### config.mk
export PLATFORM = sky130hd
export DESIGN_NAME = bcd_serial
export DESIGN_NICKNAME = d
export VERILOG_FILES = /design/src/rtl/bcd_serial_pkg.sv /design/src/rtl/bcd_add3.sv /design/src/rtl/bcd_serial.sv
export SDC_FILE = /design/constraint.sdc
export NUM_CORES = 1
export LEC_CHECK = 0
export BUFFER_PORTS_ARGS = -buffer_cell sky130_fd_sc_hd__buf_2
export CORE_UTILIZATION = 28
export DETAILED_ROUTE_END_ITERATION = 12
export GPL_TIMING_DRIVEN = 0
export SKIP_CTS_REPAIR_TIMING = 1
export SLEW_MARGIN = 30
export SYNTH_ARGS = -nofsm -noshare
export SYNTH_HDL_FRONTEND = slang
export SYNTH_HIERARCHICAL = 1
export SYNTH_SLANG_ARGS = --single-unit
export TNS_END_PERCENT = 1
### constraint.sdc
create_clock -name clk -period 1.85 [get_ports clk]
set_input_delay 0.185 -clock clk [delete_from_list [all_inputs] [get_ports clk]]
set_output_delay 0.185 -clock clk [all_outputs]
set_load 0.005 [all_outputs]
### src/rtl/bcd_serial_pkg.sv
`default_nettype none
// ============================================================================
// Module      : bcd_serial_pkg
// Description : Shared types and constants for the serial binary-to-BCD
//               converter.
// Revision    : 1.0 - initial release
// ============================================================================
package bcd_serial_pkg;

    localparam int DIGIT_W        = 4;
    localparam int ADD3_THRESHOLD = 5;
    localparam int ADD3_OFFSET    = 3;

    typedef logic [1:0] state_t;

    localparam state_t IDLE  = 2'd0;
    localparam state_t SHIFT = 2'd1;
    localparam state_t DONE  = 2'd2;

endpackage
`default_nettype wire

### src/rtl/bcd_add3.sv
`default_nettype none
// ============================================================================
// Module      : bcd_add3
// Description : Double-dabble digit correction: adds 3 to a BCD digit >= 5.
// Revision    : 1.0 - initial release
// ============================================================================
module bcd_add3
    import bcd_serial_pkg::*;
(
    input  logic [DIGIT_W-1:0] i_digit,
    output logic [DIGIT_W-1:0] o_digit
);

    // 4-bit wrap is intentional: a corrected digit never exceeds 12
    assign o_digit = (i_digit >= DIGIT_W'(ADD3_THRESHOLD))
                   ? i_digit + DIGIT_W'(ADD3_OFFSET)
                   : i_digit;

endmodule
`default_nettype wire

### src/rtl/bcd_serial.sv
`default_nettype none
// ============================================================================
// Module      : bcd_serial
// Description : Sequential double-dabble binary-to-BCD converter, one bit per
//               clock, with start/done handshake and held result.
//               Define BCD_SERIAL_AUTO_EN for free-running conversion.
// Revision    : 1.0 - initial release
// ============================================================================
module bcd_serial
    import bcd_serial_pkg::*;
#(
    parameter int IN_WIDTH = 6,
    parameter int DIGITS   = 2
) (
    input  logic                  clk,
    input  logic                  rst_n,
    input  logic                  start,
    input  logic [IN_WIDTH-1:0]   in,
    output logic                  busy,
    output logic                  done,
    output logic [4*DIGITS-1:0]   bcd,
    output logic                  ovf
);

    localparam int c_CNT_W = $clog2(IN_WIDTH + 1);
    localparam int c_BCD_W = DIGIT_W * DIGITS;
    localparam logic [c_CNT_W-1:0] c_CNT_LOAD = c_CNT_W'(IN_WIDTH - 1);
    localparam logic [c_CNT_W-1:0] c_CNT_ONE  = c_CNT_W'(1);

    state_t               r_state;
    logic [IN_WIDTH-1:0]  r_shreg;
    logic [c_BCD_W-1:0]   r_scratch;
    logic                 r_sticky;
    logic [c_CNT_W-1:0]   r_cnt;
    logic [c_BCD_W-1:0]   r_bcd;
    logic                 r_ovf;
    logic                 r_done;

    logic [c_BCD_W-1:0]   w_adj;
    logic [c_BCD_W-1:0]   w_scratch_next;
    logic                 w_start;

`ifdef BCD_SERIAL_AUTO_EN
    logic w_unused_start;
    assign w_unused_start = start;
    assign w_start        = 1'b1;
`else
    assign w_start        = start;
`endif

    generate
        for (genvar g = 0; g < DIGITS; g++) begin : g_digit
            bcd_add3 u_add3 (
                .i_digit (r_scratch[g*DIGIT_W +: DIGIT_W]),
                .o_digit (w_adj[g*DIGIT_W +: DIGIT_W])
            );
        end
    endgenerate

    // The bit leaving the top corrected digit carries weight 10^DIGITS
    assign w_scratch_next = {w_adj[c_BCD_W-2:0], r_shreg[IN_WIDTH-1]};

    always_ff @(posedge clk) begin
        if (!rst_n) begin
            r_state   <= IDLE;
            r_shreg   <= '0;
            r_scratch <= '0;
            r_sticky  <= 1'b0;
            r_cnt     <= '0;
            r_bcd     <= '0;
            r_ovf     <= 1'b0;
            r_done    <= 1'b0;
        end else begin
            r_done <= 1'b0;
            case (r_state)
                IDLE: begin
                    if (w_start) begin
                        r_shreg   <= in;
                        r_scratch <= '0;
                        r_sticky  <= 1'b0;
                        r_cnt     <= c_CNT_LOAD;
                        r_state   <= SHIFT;
                    end
                end
                SHIFT: begin
                    r_scratch <= w_scratch_next;
                    r_shreg   <= r_shreg << 1;
                    if (w_adj[c_BCD_W-1]) begin
                        r_sticky <= 1'b1;
                    end
                    if (r_cnt == '0) begin
                        r_state <= DONE;
                    end else begin
                        r_cnt <= r_cnt - c_CNT_ONE;
                    end
                end
                DONE: begin
                    r_bcd   <= r_scratch;
                    r_ovf   <= r_sticky;
                    r_done  <= 1'b1;
                    r_state <= IDLE;
                end
                default: begin
                    r_state <= IDLE;
                end
            endcase
        end
    end

    assign busy = (r_state != IDLE);
    assign done = r_done;
    assign bcd  = r_bcd;
    assign ovf  = r_ovf;

endmodule
`default_nettype wire
======== Yosys cells after proc, flatten, opt, wreduce, memory -nomap -nowiden ========
Index checks and enable logic that the tools add are counted.
W data, S select, Z words.
storage, ports and cells
  memory bits (writable) .................. 0
  bits in registers ....................... 30
  latch bits .............................. 0
  bits of input ports ..................... 9
  word-level logic and storage cells ...... 43
  ROM bits ................................ 0
  memories kept ........................... 0
operators by class
  add/sub/neg operators ................... 3
  muxes and demuxes ....................... 16
  bitwise gates (word level) .............. 0
  $mul .................................... 0
  shifts and indexed selects .............. 0
  divide/modulo/power cells ............... 0
  reductions and logical operators ........ 8
  equality and inequality tests ........... 6
  order comparisons ....................... 2
operators by type and width
  kind                   number
  $pmux W8 S2            1
  $pmux W6 S2            1
  $add A4 B2 Y4 const B  2
  $ge A4 B3 Y1 const B   2
  $mux W4                2
  $mux W8                1
  $mux W3                2
  $mux W6                1
  $ne A2 B2 Y1 const B   3
  $pmux W3 S2            1
  $reduce_and A3 Y1      2
  $mux W2                2
  $pmux W2 S2            1
  $reduce_and A2 Y1      2
  $reduce_bool A2 Y1     2
  $logic_not A3 Y1       1
  $mux W1                3
  $sub A3 B1 Y3 const B  1
  $eq A2 B1 Y1 const B   1
  $eq A2 B2 Y1 const B   1
  $logic_not A2 Y1       1
  $ne A2 B1 Y1 const B   1
  $pmux W1 S2            1

======== Depth between registers and ports, before layout ========
Gate-level depths: netlist of the first run.
  depth in word-level cells ............... 4
  gate-level depth with buffers ........... 8
  depth with buffers taken out ............ 8

======== Modules after synthesis ========
Netlist of the first run, hierarchy kept.
by module, submodules not included
  module      area an instance (um^2)  cells each  times used
  bcd_serial  1,300.0                  122         1
  bcd_add3    101.3                    16          2

======== Least setup slack after synthesis of the first run ========
No wires, ideal clock.
  kind .................................... register to register
  from .................................... register r_cnt[0]
  to ...................................... register r_cnt[1]
  path slack .............................. 460 ps
  arrival time ............................ 1,319 ps
  data required time ...................... 1,778 ps
  stages on the path, launching flop included .. 7
  library setup time ...................... 72 ps
  period minus slack after synthesis ...... 1,390 ps
  buffers on the path ..................... 0
  cells stage by stage .................... dfxtp_1 > inv_1 > ha_1 > ha_1 > or2b_1 > a21oi_4 > mux2i_1
on the way
  cells in the longest elaborated chain, start to end .. 3
  elaborated cells between the ends (all ways) .. 6
  classes of those cells .................. 1 x add/sub; 1 x eq/ne; 2 x mux; 2 x reduce/logical
ends and longest elaborated chain
  what                                                      line                                text
  start, declared                                           bcd_serial.sv:34                    logic [c_CNT_W-1:0] r_cnt;
  start signal, assigned                                    bcd_serial.sv:81                    r_cnt <= c_CNT_LOAD;
  start signal, assigned                                    bcd_serial.sv:94                    r_cnt <= r_cnt - c_CNT_ONE;
  $sub A3 B1 Y3 / $logic_not A3 Y1 (equally long branches)  bcd_serial.sv:94, bcd_serial.sv:91
  $mux W3 / $ne A2 B2 Y1 (equally long branches)            --
  $pmux W3 S2 / $reduce_and A3 Y1 (equally long branches)   --
Several ways; a longest one is shown, not always the timed one. The select of a mux whose other input is x is not followed.
A chain may end at the register's enable or synchronous reset.

======== Final worst setup path of the first run ========
Ends and elaborated chain as after synthesis.

==> results.sh, run 1 <==
export IMPL_status="finished, final reports clean"
export IMPL_area_growth_pct=19.5
export IMPL_fin_crit_sh_pct=80.6
export IMPL_path_max_fanout=4
export IMPL_max_freq_ghz=0.671
export IMPL_placed_cell_area_mm2=0.00169
export IMPL_die_area_mm2=0.00566
export IMPL_rr_worst_depth=6
export IMPL_postRouteAntennaNets=0
export IMPL_final_layout_size_suffix_gt1_share_pct=28.7
export IMPL_numCtsBuffers=5
export IMPL_relSlewSlack_pct=72.2
export IMPL_slowest_stage="dfxtp_1"
export IMPL_synth_distinct_cells=34
export IMPL_slew_violations=0
export IMPL_reg2reg_slack_ns=0.36
export IMPL_grt_max_degree=11
export IMPL_final_area_mm2=0.00180
export IMPL_drtPass1Iterations=4
export IMPL_yosysWarnings=6
export IMPL_synth_area_top_cells="dfxtp_1 40%, nand2_1 8.0%, a21boi_2 6.7%, mux2i_1 5.3%, ha_1 5.0%"
export IMPL_root_buffer="clkbuf_8"
export IMPL_syn_nets=169
export IMPL_maxCapViolCount=0
export IMPL_synthCells=154
export IMPL_grt_total_usage_pct=11.0
export IMPL_power_density_mw_per_mm2=851
export IMPL_dp_hpwl_um=1940
export IMPL_synth_top_area_share_pct=40.0
export IMPL_synth_most_common_cell="nand2_1"
export IMPL_synth_common_cells="32 x nand2_1, 30 x dfxtp_1, 9 x a21boi_2"
export IMPL_avgSynthCellArea_um2=9.76
export IMPL_worst_pin_slew_ns=0.417
export IMPL_min_path_type="input port to flop"
export IMPL_io_buffers=19
export IMPL_finalSetupViolCount=0
export IMPL_drc_errors=0
export IMPL_finalCoreUtilization_pct=34.9
export IMPL_clock_path_buffers=2
export IMPL_ios=20
export IMPL_tns_ns=0
export IMPL_fp_dieW_um=75.3
export IMPL_period_needed_ns=1.49
export IMPL_required_ns=2.07
export IMPL_vias=1063
export IMPL_reg2reg_to="r_cnt[1]"
export IMPL_critPathLaunch="r_cnt[0]"
export IMPL_timing_hold_violations_final=0
export IMPL_clkTransAtPathRegs_ns=0.07
export IMPL_synth_seq_cells=30
export IMPL_ir_drop_uv=365
export IMPL_cts_tree="yes"
export IMPL_num_rows=26
export IMPL_hold_ws_ns=0.219
export IMPL_gp_congestion=0.703
export IMPL_cp_slowest_stage_delay_ns=0.35
export IMPL_fin_nets=195
export IMPL_initial_core_util_pct=29.2
export IMPL_crit_arrival_ns=1.71
export IMPL_cp_start_kind="flop"
export IMPL_synthFlopType="dfxtp_1"
export IMPL_wire_per_inst_um=11.1
export IMPL_crit_top_cell="ha_1"
export IMPL_synth_edff_count=0
export IMPL_rsz0062_at_grt="no"
export IMPL_cts_sinks=30
export IMPL_stdcell_count=251
export IMPL_post_place_cells=243
export IMPL_drt_wl_total_um=2790
export IMPL_viasPerCell=4.24
export IMPL_synth_cell_area_mm2=0.00150
export IMPL_synth_area_leader_cell="dfxtp_1"
export IMPL_leakagePower_nw=0.790
export IMPL_antenna_found_initial=0
export IMPL_ctsHtreeMaxLevel=2
export IMPL_fin_skew_ns=0.00915
export IMPL_grt_pass1_vias=965
export IMPL_endpoint_kind="flop"
export IMPL_ys_seq_area_share_pct=40.0
export IMPL_diodes=0
export IMPL_chipHeight_um=75.3
export IMPL_core_area_mm2=0.00514
export IMPL_clk_insertion_delay_late_ns=0.28
export IMPL_grt_ovfl_total=0
export IMPL_cp_endpoint="r_cnt[1]"
export IMPL_cp_cell_sequence="inv_1 -> ha_1 -> ha_1 -> or2b_1 -> a21oi_4 -> mux2i_1"
export IMPL_drtIter0Drc=19
export IMPL_grt_pass1_wl_um=4550
export IMPL_worstReg2RegStart="r_cnt[0]"
export IMPL_async_flop_share_pct=0
export IMPL_critical_path_class="flop to flop"
cells by family (layout without fill, tap and decap cells):
family | after synthesis | count (layout) | share of synthesized area, %
DFF | 30 | 30 | 40.0
adders and majority gates | 6 | 6 | 5.00
buffers and inverters | 17 | 44 | 7.33
AOI/OAI and AO/OA | 36 | 36 | 22.4
muxes | 8 | 8 | 5.33
and+or+nand+nor | 55 | 55 | 18.8
xor gates and xnor gates | 2 | 2 | 1.17
where the power goes:
part,switching (mW),internal [mW],leakage [nW]
sequential,0.0174,0.673,0.244
clock,0.252,0.401,0.0514
combinational,0.0891,0.0954,0.494
area by class of cell:
class	count	area [um^2]
Clock buffer	6	72.6
Clock inverter	2	37.5
Fill cell	561	3340
Multi-Input combinational cell	107	792
Sequential cell	30	601
Timing Repair Buffer	19	95.1
Buffer	9	80.1
Tap cell	70	87.6
Inverter	8	30.0
state kept, by name (all words and copies together) (netlist names):
name,cells
bcd,8
done,1
ovf,1
r_cnt,3
r_scratch,8
r_shreg,6
r_state,2
r_sticky,1
worst min path at each step:
| stage | start | endpoint | slack, ns | cells after the start |
|---|---|---|---|---|
| after floorplan | rst_n | bcd[0] | 0.33 | 1 |
| after global placement | bcd[1] | bcd[1] | 0.45 | 2 |
| after detailed placement | ovf | ovf | 0.45 | 2 |
| after CTS | rst_n | bcd[0] | 0.22 | 2 |
| after global routing | rst_n | bcd[0] | 0.23 | 2 |
| final | rst_n | bcd[0] | 0.22 | 2 |
worst max-delay path, delay by kind of cell, from the launching register on:
kind | cells | cell delay [ns]
adders and majority gates | 2 | 0.40
DFF | 1 | 0.35
and+or+nand+nor | 1 | 0.26
muxes | 1 | 0.20
AOI/OAI and AO/OA | 1 | 0.18
buffers and inverters | 1 | 0.05
routing by layer:
layer / up-vias / track usage (%) / part of all wire, %
met3: 7 / 3.21 / 3.4
met1: 472 / 14.6 / 50
li1: 567 / - / -
met5: - / 0 / 0
met2: 17 / 16.5 / 44
met4: 0 / 4.94 / 2.2
per-stage QoR:
stage / total power [mW] / setup WS, ns
finish: 1.53 / 0.359
detailed placement: 0.892 / 0.360
CTS: 1.54 / 0.349
global route: 1.60 / 0.244
floorplan: 0.845 / 0.460
global placement: 0.888 / 0.380
cells in the final DEF, fill, tap and decap left out, drive strengths merged:
cell       n
or2        1
nor2b      3
nor2       2
xnor2      2
o211a      7
nor4b      1
nand2b     7
bufinv     1
mux2i      8
dfxtp     30
clkbuf     8
and2b      1
nand2     34
a22o       8
clkinvlp   1
inv        8
o21ai      6
nor3b      1
buf       26
o21a       1
ha         6
a21oi      3
or2b       1
a21boi    10
o21ba      1
and3b      1
and2       3
(Power assumes the default switching activity.)
==> inputs of run 2 (changes only) <==
==> constraint.sdc (replaced) <==
create_clock -name clk -period 1.3 [get_ports clk]
set_input_delay 0.13 -clock clk [delete_from_list [all_inputs] [get_ports clk]]
set_output_delay 0.13 -clock clk [all_outputs]
set_load 0.005 [all_outputs]
==> run 2 against run 1 <==
Compared with the run above:
- the run now ends with negative setup slack left
- sequential power up 42%
- combinational power up 55%
- die area unchanged
- largest cell class unchanged
- largest power group unchanged
==> results.sh, run 2 (same netlist as run 1, synthesis figures left out) <==
export IMPL_ios=20
export IMPL_numCtsBuffers=5
export IMPL_leakagePower_nw=0.808
export IMPL_ir_drop_uv=509
export IMPL_final_layout_size_suffix_gt1_share_pct=37.7
export IMPL_diodes=0
export IMPL_worst_pin_slew_ns=0.417
export IMPL_initial_core_util_pct=29.2
export IMPL_crit_arrival_ns=1.58
export IMPL_ctsHtreeMaxLevel=2
export IMPL_timing_hold_violations_final=0
export IMPL_placed_cell_area_mm2=0.00171
export IMPL_fp_dieW_um=75.3
export IMPL_maxCapViolCount=0
export IMPL_dp_hpwl_um=1960
export IMPL_p_sw_uw=510
export IMPL_critPathLaunch="r_scratch[5]"
export IMPL_violations="negative setup slack"
export IMPL_slew_violations=0
export IMPL_relSlewSlack_pct=72.2
export IMPL_worstReg2RegStart="r_scratch[5]"
export IMPL_cp_cell_sequence="inv_2 -> ha_1 -> nand2b_4 -> buf_4 -> a21oi_4 -> xnor2_1 -> a22o_1"
export IMPL_period_needed_ns=1.41
export IMPL_hold_ws_ns=0.148
export IMPL_clock_path_buffers=2
export IMPL_multi_input_area_um2=850
export IMPL_regArea_um2=613
export IMPL_drt_wl_total_um=2840
export IMPL_antenna_found_initial=0
export IMPL_cts_sinks=30
export IMPL_viasPerCell=4.37
export IMPL_finalSetupViolCount=9
export IMPL_met2_usage_pct=16.9
export IMPL_rsz0062_at_grt="yes"
export IMPL_path_max_fanout=4
export IMPL_layout_commonest_cell="nand2_1"
export IMPL_met3_usage_pct=4.82
export IMPL_required_ns=1.47
export IMPL_gp_congestion=0.695
export IMPL_met1_usage_pct=14.5
export IMPL_final_area_mm2=0.00186
export IMPL_postRouteAntennaNets=0
export IMPL_area_growth_pct=23.9
export IMPL_io_buffers=19
export IMPL_cts_tree="yes"
export IMPL_drc_errors=0
export IMPL_grt_ovfl_total=0
export IMPL_grt_pass1_vias=1028
export IMPL_power_density_mw_per_mm2=1100
export IMPL_fin_nets=197
export IMPL_fin_crit_sh_pct=108
export IMPL_die_area_mm2=0.00566
export IMPL_status="complete, but fails checks"
export IMPL_chipHeight_um=75.3
export IMPL_slowest_stage="dfxtp_2"
export IMPL_seq_power_share_pct=48.0
export IMPL_root_buffer="clkbuf_8"
export IMPL_grt_total_usage_pct=11.4
export IMPL_p_comb_share_pct=14.0
export IMPL_clkTransAtPathRegs_ns=0.06
export IMPL_drtIter0Drc=22
export IMPL_min_path_type="input port to flop"
export IMPL_drtPass1Iterations=4
export IMPL_cp_slowest_stage_delay_ns=0.36
export IMPL_grt_max_degree=11
export IMPL_setup_ws_ns=-0.110
export IMPL_grt_pass1_wl_um=4690
export IMPL_max_freq_ghz=0.709
export IMPL_pwr_share_clk_pct=38.0
export IMPL_num_rows=26
export IMPL_endpoint_kind="flop"
export IMPL_vias=1105
export IMPL_intPower_mw=1.53
export IMPL_clk_insertion_delay_late_ns=0.28
export IMPL_p_sw_share_pct=24.9
export IMPL_grt_busiest_layer="met2"
export IMPL_critical_path_class="flop to flop"
export IMPL_fillers=572
export IMPL_layout_common_cells="32 x nand2_1, 24 x dfxtp_1, 20 x buf_2"
export IMPL_wire_per_inst_um=11.2
export IMPL_fin_skew_ns=0.00578
export IMPL_hp_start="rst_n"
export IMPL_core_area_mm2=0.00514
export IMPL_cp_start_kind="flop"
run 2: cell types whose count changed in the layout (fill, tap and decap cells not counted), sizes merged:
cell / change
buf: +2
bufinv: -1
clkbuf: +1
clkinv: +1
clkinvlp: -1
run 2: final cells by class:
type / instances / share of cell area (%)
Buffer: 9 / 4.30
Inverter: 8 / 1.61
Sequential cell: 30 / 32.9
Multi-Input combinational cell: 107 / 45.6
Clock inverter: 1 / 0.269
Timing Repair Buffer: 21 / 5.91
Tap cell: 70 / 4.70
Clock buffer: 7 / 4.64
run 2: per-layer routing:
metal / vias up / share of wire (%)
li1: 572 / -
met1: 512 / 48
met4: 0 / 1.8
met2: 16 / 46
met5: - / 0
met3: 5 / 4.0
run 2: critical path: cells and delay by family (launching register included):
| family | cells | cell delay [ns] |
|---|---|---|
| buffers and inverters | 2 | 0.20 |
| AND/OR/NAND/NOR | 1 | 0.14 |
| flip-flops | 1 | 0.36 |
| adder cells (fa/ha/maj) | 1 | 0.17 |
| AO/OA/AOI/OAI | 2 | 0.35 |
| XOR/XNOR | 1 | 0.09 |
run 2: stage by stage:
| stage | setup WS [ns] | instances | utilization (%) | setup TNS [ns] | power [mW] |
|---|---|---|---|---|---|
| 2_1_floorplan | -0.0324 | 154 | - | -0.0324 | 1.22 |
| 3_3_place_gp | -0.122 | 243 | 33.3 | -0.658 | 1.29 |
| 3_5_place_dp | -0.163 | 243 | 33.3 | -0.801 | 1.29 |
| 4_1_cts | -0.210 | 251 | 35.1 | -1.01 | 2.08 |
| 5_1_grt | -0.165 | 253 | 36.2 | -1.03 | 2.17 |
| 6_report | -0.110 | 253 | 36.2 | -0.410 | 2.04 |
run 2: power by group through the flow:
stage | clock (mW) | sequential [mW] | combinational (mW)
2_1_floorplan | 0 | 0.999 | 0.225
3_3_place_gp | 0 | 1.00 | 0.282
3_5_place_dp | 0 | 1.00 | 0.289
4_1_cts | 0.810 | 0.984 | 0.290
5_1_grt | 0.867 | 0.986 | 0.319
6_report | 0.778 | 0.981 | 0.286
run 2: path summary, 6_finish.rpt:
| kind | depth (start not counted) | slack [ns] | endpoint |
|---|---|---|---|
| worst max-delay path | 7 | -0.11 | r_scratch[5] |
| worst min-delay path | 2 | 0.15 | bcd[0] |
| worst max register to register | 7 | -0.11 | r_scratch[5] |
| worst min register to register | 2 | 0.45 | ovf |
